<file path="src/rtl/seqgen_pkg.sv">
// Shared types and helpers for the serial pattern generator
// and its run-length golden model.
package seqgen_pkg;

   typedef enum logic [1:0] {
      S_IDLE,
      S_SHIFT,
      S_DONE
   } state_e;

   localparam int RUN_N_DEF = 4;

   function automatic int clamp_len(input int len_in, input int data_w);
      return (len_in > data_w) ? data_w : len_in;
   endfunction

endpackage

</file>
<file path="src/rtl/serial_pattern_generator_run_length_model.sv">
// Golden run-of-N model: flags every bit that completes a run of
// RUN_N or more equal bits; output is registered with the bit.
module run_length_model
   import seqgen_pkg::*;
#(
   parameter int RUN_N = RUN_N_DEF
) (
   input  logic clk,
   input  logic rst,
   input  logic bit_i,
   input  logic valid_i,
   input  logic clear_i,
   output logic z_o
);

   localparam int RW = $clog2(RUN_N + 1);
   localparam logic [RW-1:0] RUN_MAX = RW'(RUN_N);
   localparam logic [RW-1:0] RUN_ONE = RW'(1);

   logic          prev_q, prev_d;
   logic          hv_q, hv_d;
   logic [RW-1:0] run_q, run_d;
   logic          z_q, z_d;
   logic          same;

   always_comb begin
      prev_d = prev_q;
      hv_d   = hv_q;
      run_d  = run_q;
      z_d    = 1'b0;
      same   = 1'b0;
      if (clear_i) begin
         hv_d  = 1'b0;
         run_d = '0;
      end
      if (valid_i) begin
         // clear and valid together: the accepted bit starts a fresh run
         same = hv_d && (bit_i == prev_q);
         if (!same)
            run_d = RUN_ONE;
         else if (run_q < RUN_MAX)
            run_d = run_q + RUN_ONE;
         else
            run_d = run_q;
         prev_d = bit_i;
         hv_d   = 1'b1;
         z_d    = (run_d >= RUN_MAX);
      end
   end

   always_ff @(posedge clk) begin
      if (rst) begin
         prev_q <= 1'b0;
         hv_q   <= 1'b0;
         run_q  <= '0;
         z_q    <= 1'b0;
      end else begin
         prev_q <= prev_d;
         hv_q   <= hv_d;
         run_q  <= run_d;
         z_q    <= z_d;
      end
   end

   assign z_o = z_q;

endmodule

</file>
<file path="src/rtl/serial_pattern_generator.sv">
// MSB-first serial transmitter with repeat passes, programmable
// idle level and an aligned run-of-four expectation output.
module serial_pattern_generator
   import seqgen_pkg::*;
#(
   parameter int DATA_W = 16,
   parameter int LEN_W  = 5,
   parameter int REP_W  = 4,
   parameter int RUN_N  = RUN_N_DEF
) (
   input  logic              clk,
   input  logic              rst,
   input  logic              start,
   input  logic [DATA_W-1:0] data_in,
   input  logic [LEN_W-1:0]  len_in,
   input  logic [REP_W-1:0]  rep_in,
   input  logic              idle_level,
   output logic              x,
   output logic              busy,
   output logic              done,
   output logic              expect_z
);

   localparam logic [LEN_W-1:0] LEN_ONE = LEN_W'(1);
   localparam logic [REP_W-1:0] REP_ONE = REP_W'(1);

   state_e            state_q, state_d;
   logic [DATA_W-1:0] data_q, data_d;
   logic [LEN_W-1:0]  len_q, len_d;
   logic [LEN_W-1:0]  idx_q, idx_d;
   logic [REP_W-1:0]  rep_q, rep_d;
   logic              x_q, x_d;
   logic              busy_q, busy_d;
   logic              done_q, done_d;
   logic              emit_v, emit_clr;
   logic [LEN_W-1:0]  acc_len;

   function automatic logic bit_at(input logic [DATA_W-1:0] d,
                                   input logic [LEN_W-1:0] i);
      logic [DATA_W-1:0] s;
      s = d >> i;
      return s[0];
   endfunction

   always_comb begin
      acc_len  = LEN_W'(clamp_len(int'(len_in), DATA_W));
      state_d  = state_q;
      data_d   = data_q;
      len_d    = len_q;
      idx_d    = idx_q;
      rep_d    = rep_q;
      x_d      = idle_level;
      busy_d   = 1'b0;
      done_d   = 1'b0;
      emit_v   = 1'b0;
      emit_clr = 1'b0;
      unique case (state_q)
         S_IDLE: begin
            if (start) begin
               if (acc_len != '0) begin
                  data_d   = data_in;
                  len_d    = acc_len;
                  rep_d    = rep_in;
                  idx_d    = acc_len - LEN_ONE;
                  x_d      = bit_at(data_in, acc_len - LEN_ONE);
                  busy_d   = 1'b1;
                  emit_v   = 1'b1;
                  emit_clr = 1'b1;
                  state_d  = S_SHIFT;
               end else begin
                  done_d  = 1'b1;
                  state_d = S_DONE;
               end
            end
         end
         S_SHIFT: begin
            busy_d = 1'b1;
            emit_v = 1'b1;
            if (idx_q != '0) begin
               idx_d = idx_q - LEN_ONE;
               x_d   = bit_at(data_q, idx_q - LEN_ONE);
            end else if (rep_q != '0) begin
               // wrap straight into the next pass, no gap cycle
               rep_d = rep_q - REP_ONE;
               idx_d = len_q - LEN_ONE;
               x_d   = bit_at(data_q, len_q - LEN_ONE);
            end else begin
               busy_d  = 1'b0;
               done_d  = 1'b1;
               emit_v  = 1'b0;
               state_d = S_DONE;
            end
         end
         S_DONE: state_d = S_IDLE;
         default: state_d = S_IDLE;
      endcase
   end

   always_ff @(posedge clk) begin
      if (rst) begin
         state_q <= S_IDLE;
         data_q  <= '0;
         len_q   <= '0;
         idx_q   <= '0;
         rep_q   <= '0;
         x_q     <= 1'b0;
         busy_q  <= 1'b0;
         done_q  <= 1'b0;
      end else begin
         state_q <= state_d;
         data_q  <= data_d;
         len_q   <= len_d;
         idx_q   <= idx_d;
         rep_q   <= rep_d;
         x_q     <= x_d;
         busy_q  <= busy_d;
         done_q  <= done_d;
      end
   end

   run_length_model #(
      .RUN_N(RUN_N)
   ) u_rlm (
      .clk    (clk),
      .rst    (rst),
      .bit_i  (x_d),
      .valid_i(emit_v),
      .clear_i(emit_clr),
      .z_o    (expect_z)
   );

   assign x    = x_q;
   assign busy = busy_q;
   assign done = done_q;

endmodule
</file>
<file path="config.mk">
export PLATFORM = sky130hd
export DESIGN_NAME = serial_pattern_generator
export DESIGN_NICKNAME = d
export VERILOG_FILES = /design/src/rtl/seqgen_pkg.sv /design/src/rtl/serial_pattern_generator_run_length_model.sv /design/src/rtl/serial_pattern_generator.sv
export SDC_FILE = /design/constraint.sdc
export NUM_CORES = 1
export LEC_CHECK = 0
export BUFFER_PORTS_ARGS = -buffer_cell sky130_fd_sc_hd__buf_2
export CORE_MARGIN = 4
export CORE_UTILIZATION = 40
export CTS_CLUSTER_DIAMETER = 120
export DETAILED_ROUTE_END_ITERATION = 7
export PLACE_DENSITY = 0.6
export SYNTH_ARGS = -nofsm -noshare
export SYNTH_HDL_FRONTEND = slang
export SYNTH_HIERARCHICAL = 1
export SYNTH_SLANG_ARGS = --single-unit
export TNS_END_PERCENT = 100
</file>
<file path="constraint.sdc">
create_clock -name clk -period 2.9 [get_ports clk]
set_clock_uncertainty 0.15 [all_clocks]
set_input_delay 0.29 -clock clk [delete_from_list [all_inputs] [get_ports clk]]
set_output_delay 0.29 -clock clk [all_outputs]
set_load 0.02 [all_outputs]
</file>
# Word level (Yosys, flattened, before mapping)
# Cells that the tools add are included.
word_totals:
  register_bits: 41
  in_bits: 29
  out_inout_bits: 4
  elab_cells: 83
classes:
  n_addsub: 5
  n_lt_le_gt_ge: 3
  eq_ne: 8
  shift: 3
  n_mux: 39
  bitwise_logic: 1
  reduce_logical: 12
ops:
  columns: ["cell", "n"]
  rows:
  - ["$shr A16 B5 Y1", 3]
  - ["$mux W5", 5]
  - ["$mux W4", 4]
  - ["$mux W1", 15]
  - ["$mux W3", 5]
  - ["$sub A5 B1 Y5 const B", 3]
  - ["$ne A2 B2 Y1 const B", 5]
  - ["$pmux W5 S2", 1]
  - ["$reduce_bool A5 Y1", 2]
  - ["$mux W2", 4]
  - ["$pmux W4 S2", 1]
  - ["$pmux W1 S2", 3]
  - ["$reduce_and A3 Y1", 2]
  - ["$gt A5 B5 Y1 const B", 1]
  - ["$reduce_and A5 Y1", 1]
  - ["$pmux W2 S2", 1]
  - ["$reduce_and A4 Y1", 1]
  - ["$reduce_bool A2 Y1", 2]
  - ["$reduce_bool A4 Y1", 1]
  - ["$sub A4 B1 Y4 const B", 1]
  - ["$add A3 B1 Y3 const B", 1]
  - ["$ge A3 B3 Y1 const B", 1]
  - ["$lt A3 B3 Y1 const B", 1]
  - ["$ne A3 B3 Y1 const B", 1]
  - ["6 further kinds", 6]

# Logic depth before layout (Yosys ltp)
# Gate-level depths: netlist of the first run.
depth:
  word_depth: 12
  ltp_mapped: 12
  depth_no_buf: 11

# Hierarchy
# Netlist of the first run, hierarchy kept.
by_module_without_submodules:
  columns: ["module", "n_inst", "cells_per_inst", "area_per_inst_um2", "seq_area_each_um2"]
  rows:
  - ["serial_pattern_generator", 1, 230, 2129.5, 700.7]
  - ["run_length_model", 1, 31, 292.8, 120.1]

# Worst setup path after synthesis of the first run
# No wires, ideal clock.
synth_path:
  path_kind: "input -> register"
  startpoint: "input port len_in[0]"
  endpoint: "register u_rlm.run_q[0]"
  setup_time_ns: 0.117
  arrival_time_ns: 2.780
  required_ns: 2.633
  path_slack_ns: -0.148
  stages: 12
  cell_sequence: "nor2b_1 -> inv_1 -> ha_1 -> clkbuf_1 -> mux2_2 -> a31oi_1 -> a211oi_1 -> o211ai_1 -> o211ai_2 -> xnor2_2 -> o2111ai_1 -> a32o_1"
synth_between:
  elab_chain_cells: 12
  elab_cells_between_ends: 19
synth_rtl:
  columns: ["item", "line_no", "source"]
  rows:
  - ["start, declared", "serial_pattern_generator.sv:15", "input logic [LEN_W-1:0] len_in,"]
  - ["$gt A5 B5 Y1", "seqgen_pkg.sv:14", "return (len_in > data_w) ? data_w : len_in;"]
  - ["$mux W5 *", "seqgen_pkg.sv:14", null]
  - ["$sub A5 B1 Y5", "serial_pattern_generator.sv:65", "x_d = bit_at(data_in, acc_len - LEN_ONE);"]
  - ["$shr A16 B5 Y1", "serial_pattern_generator.sv:41", "s = d >> i;"]
  - ["$mux W1 *", "serial_pattern_generator.sv:60", "if (acc_len != '0) begin"]
  - ["$mux W1 *", "serial_pattern_generator.sv:59", "if (start) begin"]
  - ["$pmux W1 S2 *", "serial_pattern_generator.sv:57", "unique case (state_q)"]
  - ["via x_d", "serial_pattern_generator.sv:32", "logic x_q, x_d;"]
  - ["$eq A1 B1 Y1 *", "serial_pattern_generator_run_length_model.sv:38", "same = hv_d && (bit_i == prev_q);"]
  - ["$logic_and A1 B1 Y1 *", "serial_pattern_generator_run_length_model.sv:38", null]
  - ["$mux W3 *", "serial_pattern_generator_run_length_model.sv:39", "if (!same)"]
  - ["$mux W3 * (2 in series)", "serial_pattern_generator_run_length_model.sv:36", "if (valid_i) begin"]
  - ["end signal, assigned", "serial_pattern_generator_run_length_model.sv:60", "run_q <= run_d;"]
  - ["end, declared", "serial_pattern_generator_run_length_model.sv:22", "logic [RW-1:0] run_q, run_d;"]
# Mark *: on every way through the listed nets, which the timed path passes. The rest lies on a longest branch. The select of a mux whose other input is x is not followed.
# A chain may end at the register's enable or synchronous reset.

# Final worst setup path of the first run
layout_path:
  startpoint: "register len_q[1]"
  endpoint: "register u_rlm.run_q[0]"
layout_between:
  elab_chain_cells: 10
layout_rtl:
  columns: ["item", "line_no", "source"]
  rows:
  - ["start, declared", "serial_pattern_generator.sv:29", "logic [LEN_W-1:0] len_q, len_d;"]
  - ["start signal, assigned", "serial_pattern_generator.sv:112", "len_q <= len_d;"]
  - ["$sub A5 B1 Y5", "serial_pattern_generator.sv:86", "x_d = bit_at(data_q, len_q - LEN_ONE);"]
  - ["$shr A16 B5 Y1", "serial_pattern_generator.sv:41", null]
  - ["$mux W1", "serial_pattern_generator.sv:82", "end else if (rep_q != '0) begin"]
  - ["$mux W1", "serial_pattern_generator.sv:79", "if (idx_q != '0) begin"]
  - ["$pmux W1 S2", "serial_pattern_generator.sv:57", null]
  - ["via x_d", "serial_pattern_generator.sv:32", null]
  - ["$eq A1 B1 Y1", "serial_pattern_generator_run_length_model.sv:38", null]
  - ["$logic_and A1 B1 Y1", "serial_pattern_generator_run_length_model.sv:38", null]
  - ["$mux W3", "serial_pattern_generator_run_length_model.sv:39", null]
  - ["$mux W3 (2 in series)", "serial_pattern_generator_run_length_model.sv:36", null]
# The timed path passes the listed nets, and every way through them passes these cells. The select of a mux whose other input is x is not followed.

==> reports/qor.log, run 1 <==
INFO  status         status=finished clean
INFO  critical_path  worstSetupPathType=reg2reg
INFO  placement      numPlacedInstances=390
INFO  timing         fmaxAchievable=347MHz
INFO  critical_path  critPathSlowestCell=sky130_fd_sc_hd__mux4_2
INFO  logic_synthesis synth.top_cell.area_share=0.339
INFO  critical_path  worstPathMaxFanout=5
INFO  final_layout   area_growth=24.1%
INFO  timing         grt_setup_unrepaired=true
INFO  timing         hold_viol=0
INFO  routing        drt-total-wl=6.02mm
INFO  logic_synthesis synthesis.nets=296
INFO  pwr            finalPower=1.74mW
INFO  logic_synthesis number_of_enable_type_register_cells_in_the_synthesized_netlist=0
INFO  routing        antenna_violating_nets_post_route=0
INFO  critical_path  required=2960ps
INFO  final_layout   drive_above_1_share=0.328
INFO  pwr            power.static_leakage=1.30nW
INFO  die            placementRows=28
INFO  clock_tree     clkLatencyLatePin=310ps
INFO  routing        viasPerCell=5.30
INFO  die            initial_core_util=0.412
INFO  timing         setup-tns-final=0ps
INFO  global_routing number_of_antenna_violations_at_the_first_check_in_global_routing=0
INFO  routing        route.detailed.wl_per_inst=15.1um
INFO  clock_tree     cts.htree.levels=2
INFO  die            design.die.area=7370um2
INFO  final_layout   num-fill-cells=568
INFO  clock_tree     clk_transition_reported_paths=80ps
INFO  global_routing first_pass_grt_wire_length=10.3mm
INFO  critical_path  critical-path-top-delay-family=multiplexers
INFO  clock_tree     clock_path_buffers=2
INFO  hold_path      worstHoldPathType=in2reg
INFO  die            floorplan.core_area=5890um2
INFO  logic_synthesis synth_top_cells_by_area=sky130_fd_sc_hd__dfxtp_1, sky130_fd_sc_hd__mux2i_1, sky130_fd_sc_hd__nor2_1
INFO  logic_synthesis ys.flop_type=sky130_fd_sc_hd__dfxtp_1
INFO  pwr            pwrdens=579nW/um2
INFO  clock_tree     tritoncts_num_sinks=41
INFO  critical_path  endpoint_type_of_the_worst_setup_path=flip-flop
INFO  logic_synthesis synth.cell_area=2420um2
INFO  critical_path  crit_top_cell=sky130_fd_sc_hd__mux4_2
INFO  timing         maxSlewViolCount=0
INFO  critical_path  worstSetupStartpoint=len_q[1]$_SDFFE_PP0P_
INFO  critical_path  critical_path.n_buffers_inverters=1
INFO  final_layout   final_common_cell=sky130_fd_sc_hd__nor2_1
INFO  logic_synthesis yosysTopAreaCell=sky130_fd_sc_hd__dfxtp_1
INFO  final_layout   layout.cells.most_common_list=sky130_fd_sc_hd__nor2_1, sky130_fd_sc_hd__dfxtp_1, sky130_fd_sc_hd__buf_4
INFO  critical_path  worstSetupStartpointType=flip-flop
INFO  global_routing global_route.overflow_total=0
INFO  final_layout   insertedDiodeCount=0
INFO  clock_tree     cts_hold_repair.buffers=0
INFO  final_layout   area_of_the_multi_input_gates=1510um2
INFO  logic_synthesis synth_cells=261
INFO  clock_tree     cts_tree=done
INFO  critical_path  timing.critical_path.cells=inv_2, ha_4, mux4_2, mux4_2, a22oi_2, o211ai_2, xnor2_2, o2111ai_1, a32o_1
INFO  logic_synthesis sequential_to_total_area_share_from_yosys_stat=0.339
INFO  logic_synthesis syn_area_per_cell=9.28um2
INFO  global_routing number_of_global_route_vias_before_repair=2,180
INFO  pwr            vdd_ir_drop_max=0.000368V
INFO  logic_synthesis yosysWarnings=6
INFO  timing         timing.final.setup_violations=0
INFO  clock_tree     numCtsBuffers=5
INFO  placement      number_of_buffers_inserted_by_port_buffering=32
INFO  final_layout   post_layout_nonfiller_instances=398
INFO  hold_path      worstHoldStart=data_in[11]
INFO  global_routing groute.usage.overall=0.178
INFO  clock_tree     clk_root_buffer_cell=sky130_fd_sc_hd__clkbuf_8
INFO  critical_path  timing.critical_path.slowest_cell_delay=490ps
INFO  final_layout   stdcell_area=3010um2
INFO  routing        initialDrtViolationCount=94
INFO  timing         period_share=0.993
INFO  logic_synthesis yosysUniqueCellTypes=51
INFO  logic_synthesis synth.ff_latch_count=41
INFO  placement      dpl_cell_area=2890um2
INFO  die            floorplan.die.height=85.8um
INFO  final_layout   final_nets=357
INFO  placement      place.gp.congestion=0.867
INFO  critical_path  worst-endpoint-arrival=2940ps
INFO  final_layout   seq_area=826um2
INFO  routing        via_count=2,108
INFO  flow_run       cap_violations=0
INFO  placement      dpl.hpwl=4.77mm
INFO  logic_synthesis asyncSetResetFlopFracSynth=0
INFO  die            die_w=85.8um
INFO  routing        first_pass_iters=5
INFO  clock_tree     setup_repair_bufs_after_cts=0
INFO  critical_path  rr_startpoint=len_q[1]$_SDFFE_PP0P_
INFO  timing         layout_min_cycle_time=2880ps
INFO  global_routing grt_max_degree=25
INFO  routing        drt_drc_violations_left=0
INFO  die            floorplan.io_pins=33
INFO  timing         max_slew_margin=0.570
INFO  timing         timing_worst_slew_pin_value=645ps
## metrics by stage
step | setup WS (ps) | hold slack (ps) | utilization
final | 19.6 | 75.2 | 0.511
after CTS | 2.99 | 77.7 | 0.510
after global routing | -139 | 95.7 | 0.511
after global placement | -29.6 | 306 | 0.491
after detailed placement | -104 | 320 | 0.491
after floorplan | 8.32 | 212 | -
## Yosys cell counts (2+ instances only)
master,count
sky130_fd_sc_hd__dfxtp_1,41
sky130_fd_sc_hd__nor2_1,41
sky130_fd_sc_hd__mux2i_1,24
sky130_fd_sc_hd__inv_1,15
sky130_fd_sc_hd__a21oi_1,13
sky130_fd_sc_hd__o21ai_0,12
sky130_fd_sc_hd__nand2_1,11
sky130_fd_sc_hd__nor3_1,11
sky130_fd_sc_hd__a31oi_1,6
sky130_fd_sc_hd__clkbuf_1,6
sky130_fd_sc_hd__ha_1,6
sky130_fd_sc_hd__mux4_2,6
sky130_fd_sc_hd__nor2b_1,6
sky130_fd_sc_hd__xor2_1,5
sky130_fd_sc_hd__mux4_1,4
sky130_fd_sc_hd__nand3_1,4
sky130_fd_sc_hd__nor3b_1,4
sky130_fd_sc_hd__mux2_2,3
sky130_fd_sc_hd__o211ai_1,3
sky130_fd_sc_hd__a211oi_1,2
sky130_fd_sc_hd__a221oi_1,2
sky130_fd_sc_hd__a22oi_1,2
sky130_fd_sc_hd__buf_2,2
sky130_fd_sc_hd__nand2_2,2
sky130_fd_sc_hd__nand2b_1,2
sky130_fd_sc_hd__or4b_2,2
sky130_fd_sc_hd__xnor2_1,2
## where the power goes
group	leakage [nW]	switching [mW]	internal (mW)	total [mW]
clock network	0.0554	0.208	0.258	0.466
logic	0.911	0.297	0.305	0.602
registers	0.338	0.0509	0.620	0.671
## cell families (layout without fill, tap and decap cells)
logic type,Yosys count,in the layout,share of synthesized area
simple gates,90,90,0.193
compound gates,53,53,0.147
flops,41,41,0.339
mux,37,37,0.212
buf+inv,26,88,0.0460
xor+xnor,8,8,0.0320
fa+ha+maj,6,6,0.0310
## path summary, 6_finish.rpt
check / cells past startpoint / end / slack [ps]
worst max-delay path: 9 / u_rlm/run_q[0]$_SDFFE_PP0P_ / 20
worst min-delay path: 3 / data_q[11]$_SDFFE_PP0P_ / 80
worst max register to register: 9 / u_rlm/run_q[0]$_SDFFE_PP0P_ / 20
worst min register to register: 2 / len_q[4]$_SDFFE_PP0P_ / 330
## registers in the layout, summed over array words and instances, names as in the netlist
signal        flops
data_q           16
idx_q             5
len_q             5
rep_q             4
u_rlm/run_q       3
state_q           2
busy              1
done              1
u_rlm/hv_q        1
u_rlm/prev_q      1
u_rlm/z_o         1
x                 1
## routing by layer
layer,GRT usage,part of all wire,vias up,wire (um)
met1,0.233,0.46,978,2770
met5,0,0,-,0
met2,0.282,0.46,48,2790
met4,0.0777,0.023,0,140
met3,0.0384,0.053,13,318
li1,-,-,1069,-
## cell type report
type	count	share of cell area
Multi-Input combinational cell	194	0.502
Sequential cell	41	0.275
Timing Repair Buffer	65	0.136
Tap cell	75	0.0312
Clock buffer	6	0.0241
Inverter	15	0.0187
Clock inverter	2	0.0129
## worst register-to-register path: cells and delay by family (launching register included)
| family | cells | cell delay [ps] |
|---|---|---|
| flops | 1 | 340 |
| fa+ha+maj | 1 | 280 |
| compound gates | 4 | 710 |
| buf+inv | 1 | 50 |
| xor+xnor | 1 | 290 |
| mux | 2 | 970 |
## timing repair
item | in CTS | in global routing
pin swaps | 2 | 7
resized for setup | 0 | 6
setup endpoints to repair | 1 | 2
(Power assumes the default switching activity.)
==> run 2: changes to the inputs <==
- CORE_MARGIN: 4 -> 2
- CTS_CLUSTER_SIZE: not set -> 16
- PLACE_DENSITY: 0.6 -> not set
==> run 2 against run 1 <==
Final cell count did not move. Register-to-register slack barely moved. Cell area fell by 0.46%. First-iteration DRC count rose by 39%. Die area fell by 9.1%. Clock power fell by 22%. Largest power group unchanged. Highest routed layer unchanged.
==> reports/qor.log, run 2 (synthesis results as in run 1) <==
INFO  pwr            pwr-share-comb=0.376
INFO  routing        drt_drc_violations_left=0
INFO  final_layout   drive_above_1_share=0.325
INFO  die            die_w=81.8um
INFO  die            floorplan.die.height=81.8um
INFO  routing        antenna_violating_nets_post_route=0
INFO  placement      dpl_worst_slack=-88.3ps
INFO  critical_path  worstPathMaxFanout=4
INFO  clock_tree     tritoncts_num_sinks=41
INFO  timing         timing.final.setup_violations=0
INFO  clock_tree     cts_tree=done
INFO  final_layout   layout.cells.most_common_list=sky130_fd_sc_hd__nor2_1, sky130_fd_sc_hd__dfxtp_1, sky130_fd_sc_hd__buf_4
INFO  pwr            power.internal=1.10mW
INFO  clock_tree     clock_path_buffers=2
INFO  global_routing grt_max_degree=22
INFO  pwr            power_switching_share=0.332
INFO  timing         maxSlewViolCount=0
INFO  clock_tree     cts_hold_repair.buffers=0
INFO  global_routing number_of_global_route_vias_before_repair=2,067
INFO  die            design.die.area=6690um2
INFO  status         status=finished clean
INFO  timing         max_slew_margin=0.593
INFO  hold_path      whs_path_depth=3
INFO  pwr            pwrdens=552nW/um2
INFO  timing         grt_setup_unrepaired=true
INFO  placement      place.gp.congestion=0.935
INFO  final_layout   largest_reg_flops=16
INFO  die            floorplan.io_pins=33
INFO  routing        viasPerCell=5.44
INFO  global_routing number_of_antenna_violations_at_the_first_check_in_global_routing=0
INFO  final_layout   post_layout_nonfiller_instances=398
INFO  routing        drt-total-wl=5.91mm
INFO  hold_path      worstHoldPathType=in2reg
INFO  pwr            power.static_leakage=1.29nW
INFO  final_layout   stdcell_area=2990um2
INFO  global_routing groute.usage.overall=0.192
INFO  die            placementRows=28
INFO  clock_tree     numCtsBuffers=5
INFO  critical_path  endpoint_type_of_the_worst_setup_path=flip-flop
INFO  global_routing first_pass_grt_wire_length=9.81mm
INFO  clock_tree     cts.htree.levels=2
INFO  die            floorplan.core_area=5890um2
INFO  clock_tree     clkLatencyLatePin=290ps
INFO  timing         setup-tns-final=0ps
INFO  final_layout   final_nets=357
INFO  timing         hold_viol=0
INFO  critical_path  worstSetupStartpointType=flip-flop
INFO  timing         timing_worst_slew_pin_value=610ps
INFO  final_layout   final_common_cell=sky130_fd_sc_hd__nor2_1
INFO  final_layout   area_growth=23.5%
INFO  critical_path  worst-endpoint-arrival=2930ps
INFO  pwr            seqPwrFrac=0.405
INFO  global_routing global_route.overflow_total=0
INFO  timing         layout_min_cycle_time=2890ps
INFO  timing         period_share=0.997
INFO  final_layout   insertedDiodeCount=0
INFO  routing        via_count=2,166
INFO  placement      dpl_cell_area=2870um2
INFO  timing         layout_setup_ws=8.26ps
INFO  clock_tree     clk_root_buffer_cell=sky130_fd_sc_hd__clkbuf_8
INFO  pwr            power_frac_clock=0.220
INFO  timing         fmaxAchievable=346MHz
INFO  placement      dpl.hpwl=4.65mm
INFO  flow_run       cap_violations=0
INFO  pwr            power.switching=0.548mW
INFO  critical_path  worst-r2r-cell-count=9
INFO  routing        first_pass_iters=4
INFO  critical_path  worstSetupPathType=reg2reg
INFO  routing        route.detailed.wl_per_inst=14.9um
INFO  die            initial_core_util=0.412
INFO  pwr            vdd_ir_drop_max=0.000236V
INFO  final_layout   reg_top3=data_q (16), idx_q (5), len_q (5)
INFO  placement      number_of_buffers_inserted_by_port_buffering=32
INFO  routing        initialDrtViolationCount=131
INFO  final_layout   register_with_the_most_flip_flops=data_q
INFO  placement      numPlacedInstances=387
INFO  critical_path  required=2930ps
INFO  clock_tree     clk_transition_reported_paths=70ps
run 2: cell count changes in the layout (fill, tap and decap cells not counted), sizes merged:
| cell | change |
|---|---|
| bufinv | -1 |
| clkbuf | +2 |
| clkinv | -1 |
run 2: cell type report:
class	count	area, um2
clock buffers	8	80.1
multi-input cells	194	1530
repair buffers	65	408
well taps	75	93.8
flip-flops and latches	41	826
inverters	15	56.3
fillers	583	2890
run 2: through the flow:
step	hold slack, ps	utilization	power [mW]
2_1_floorplan	212	-	1.09
3_5_place_dp	309	0.487	1.28
3_3_place_gp	306	0.487	1.27
4_1_cts	83.8	0.504	1.66
5_1_grt	99.7	0.508	1.76
6_report	90.4	0.508	1.65
run 2: repair_timing:
| item | in CTS | in global routing |
|---|---|---|
| resized for setup | 5 | 3 |
| pin swaps | 4 | 2 |
| setup buffers | 2 | 1 |
| setup endpoints to repair | 2 | 3 |
run 2: power groups by stage:
stage,sequential [mW],clock (mW),combinational [mW]
2_1_floorplan,0.674,0,0.414
3_3_place_gp,0.679,0,0.593
3_5_place_dp,0.681,0,0.600
4_1_cts,0.669,0.376,0.616
5_1_grt,0.676,0.397,0.686
6_report,0.668,0.363,0.621
run 2: worst paths after layout:
kind,from,to,slack (ps)
worst max-delay path,len_q[1]$_SDFFE_PP0P_,u_rlm/run_q[0]$_SDFFE_PP0P_,8
worst min-delay path,data_in[2],data_q[2]$_SDFFE_PP0P_,90
worst max register to register,len_q[1]$_SDFFE_PP0P_,u_rlm/run_q[0]$_SDFFE_PP0P_,8
worst min register to register,len_q[4]$_SDFFE_PP0P_,len_q[4]$_SDFFE_PP0P_,320
run 2: per-layer routing:
layer | global-route usage | part of all wire | up-vias
li1 | - | - | 1069
met5 | 0 | 0 | -
met4 | 0.0517 | 0.010 | 0
met1 | 0.259 | 0.46 | 1028
met3 | 0.0330 | 0.063 | 7
met2 | 0.318 | 0.47 | 62
run 2: worst max-delay path, stage by stage (launching register included):
cell and delay, ps:
sky130_fd_sc_hd__dfxtp_2 330, sky130_fd_sc_hd__inv_2 50, sky130_fd_sc_hd__ha_4 280, sky130_fd_sc_hd__mux4_2 500, sky130_fd_sc_hd__mux4_2 500, sky130_fd_sc_hd__a22oi_2 190, sky130_fd_sc_hd__o211ai_2 140, sky130_fd_sc_hd__xnor2_2 260
sky130_fd_sc_hd__o2111ai_1 150, sky130_fd_sc_hd__a32o_1 230
==> run 3: changes to the inputs <==
- RECOVER_POWER: not set -> 25
==> run 3 against run 2 <==
Cell area decreased by 0.54%. Flip-flop and latch count unchanged. First-iteration DRC count decreased by 25%. Critical endpoint unchanged. Sequential power about the same. Count of clock-buffer cells in the layout did not move. Global-route usage is the same. Maximum frequency is 0.10% higher. Core utilization is 0.28 points lower.
==> reports/qor.log, run 3 (synthesis results as in run 1) <==
INFO  final_layout   final_common_cell=sky130_fd_sc_hd__nor2_1
INFO  critical_path  worst-endpoint-arrival=2920ps
INFO  flow_run       cap_violations=0
INFO  routing        drt-total-wl=5.90mm
INFO  clock_tree     numCtsBuffers=5
INFO  clock_tree     clk_transition_reported_paths=70ps
INFO  clock_tree     cts_tree=done
INFO  timing         timing_worst_slew_pin_value=651ps
INFO  die            floorplan.core_area=5890um2
INFO  placement      dpl_cell_area=2870um2
INFO  final_layout   post_layout_nonfiller_instances=398
INFO  global_routing first_pass_grt_wire_length=9.81mm
INFO  pwr            pwrdens=553nW/um2
INFO  clock_tree     clkLatencyLatePin=290ps
INFO  final_layout   drive_above_1_share=0.300
INFO  timing         fmaxAchievable=346MHz
INFO  timing         maxSlewViolCount=0
INFO  critical_path  endpoint_type_of_the_worst_setup_path=flip-flop
INFO  final_layout   layout.cells.most_common_list=sky130_fd_sc_hd__nor2_1, sky130_fd_sc_hd__dfxtp_1, sky130_fd_sc_hd__buf_4
INFO  die            design.die.area=6690um2
INFO  global_routing global_route.overflow_total=0
INFO  timing         period_share=0.996
INFO  routing        antenna_violating_nets_post_route=0
INFO  final_layout   reg_top3=data_q (16), idx_q (5), len_q (5)
INFO  global_routing grt_max_degree=22
INFO  routing        viasPerCell=5.49
INFO  die            placementRows=28
INFO  placement      dpl.hpwl=4.65mm
INFO  routing        first_pass_iters=4
INFO  pwr            power.static_leakage=1.26nW
INFO  critical_path  worstSetupStartpointType=flip-flop
INFO  timing         timing.final.setup_violations=0
INFO  die            die_w=81.8um
INFO  placement      number_of_buffers_inserted_by_port_buffering=32
INFO  placement      place.gp.congestion=0.935
INFO  critical_path  worstSetupPathType=reg2reg
INFO  routing        drt_drc_violations_left=0
INFO  final_layout   register_with_the_most_flip_flops=data_q
INFO  final_layout   stdcell_area=2980um2
INFO  clock_tree     cts_hold_repair.buffers=0
INFO  placement      numPlacedInstances=387
INFO  routing        initialDrtViolationCount=98
INFO  pwr            finalPower=1.65mW
INFO  clock_tree     tritoncts_num_sinks=41
INFO  hold_path      worstHoldPathType=in2reg
INFO  routing        route.detailed.wl_per_inst=14.8um
INFO  critical_path  required=2930ps
INFO  timing         max_slew_margin=0.566
INFO  final_layout   area_growth=22.8%
INFO  final_layout   insertedDiodeCount=0
INFO  status         status=finished clean
INFO  global_routing number_of_antenna_violations_at_the_first_check_in_global_routing=0
INFO  timing         grt_setup_unrepaired=true
INFO  timing         layout_min_cycle_time=2890ps
INFO  critical_path  worstPathMaxFanout=4
INFO  global_routing number_of_global_route_vias_before_repair=2,067
INFO  timing         hold_viol=0
INFO  timing         setup-tns-final=0ps
INFO  clock_tree     clk_root_buffer_cell=sky130_fd_sc_hd__clkbuf_8
INFO  die            floorplan.io_pins=33
INFO  global_routing groute.usage.overall=0.192
INFO  die            floorplan.die.height=81.8um
INFO  pwr            vdd_ir_drop_max=0.000237V
INFO  die            initial_core_util=0.412
INFO  routing        via_count=2,184
INFO  clock_tree     clock_path_buffers=2
INFO  timing         hold-worst-slack=89.5ps
INFO  final_layout   final_nets=357
INFO  final_layout   largest_reg_flops=16
INFO  clock_tree     cts.htree.levels=2
-- run 3: path summary, 6_finish.rpt --
kind / slack (ps) / to / start / depth (start not counted)
hold / removal: 90 / data_q[2]$_SDFFE_PP0P_ / data_in[2] / 3
hold reg to reg: 320 / len_q[4]$_SDFFE_PP0P_ / len_q[4]$_SDFFE_PP0P_ / 2
setup reg to reg: 10 / u_rlm/run_q[0]$_SDFFE_PP0P_ / len_q[1]$_SDFFE_PP0P_ / 9
setup / recovery: 10 / u_rlm/run_q[0]$_SDFFE_PP0P_ / len_q[1]$_SDFFE_PP0P_ / 9
-- run 3: worst max-delay path, stage by stage, from the launching register on --
cell and delay [ps]:
sky130_fd_sc_hd__dfxtp_2 330, sky130_fd_sc_hd__inv_2 50, sky130_fd_sc_hd__ha_4 280, sky130_fd_sc_hd__mux4_2 500
sky130_fd_sc_hd__mux4_2 500, sky130_fd_sc_hd__a22oi_2 190, sky130_fd_sc_hd__o211ai_2 140, sky130_fd_sc_hd__xnor2_2 260
sky130_fd_sc_hd__o2111ai_1 150, sky130_fd_sc_hd__a32o_1 230
-- run 3: routing by layer --
metal | vias up | routed length, um | track usage
met5 | - | 0 | 0
met4 | 0 | 87 | 0.0517
met3 | 9 | 341 | 0.0330
met2 | 63 | 2740 | 0.318
met1 | 1041 | 2730 | 0.259
li1 | 1071 | - | -
-- run 3: what timing repair did --
action,4_1_cts,5_1_grt
setup endpoints to repair,2,3
resized for setup,5,3
buffers inserted,2,1
pin swaps,4,2
-- run 3: final cells by class --
type | instances | area (um2)
fill | 589 | 2910
multi-input combinational | 194 | 1530
sequential | 41 | 826
timing repair buffer | 65 | 394
tap | 75 | 93.8
clock buffer | 8 | 80.1
inverter | 15 | 56.3
-- run 3: through the flow --
step	setup WS, ps	util
CTS	3.35	0.504
global placement	-85.8	0.487
finish	11.2	0.506
detailed placement	-88.3	0.487
floorplan	8.32	-
global route	-94.8	0.506
-- run 3: where the power goes --
group	switching [mW]	total [mW]	internal, mW
clock network	0.191	0.362	0.171
registers	0.0484	0.669	0.620
logic	0.307	0.614	0.307
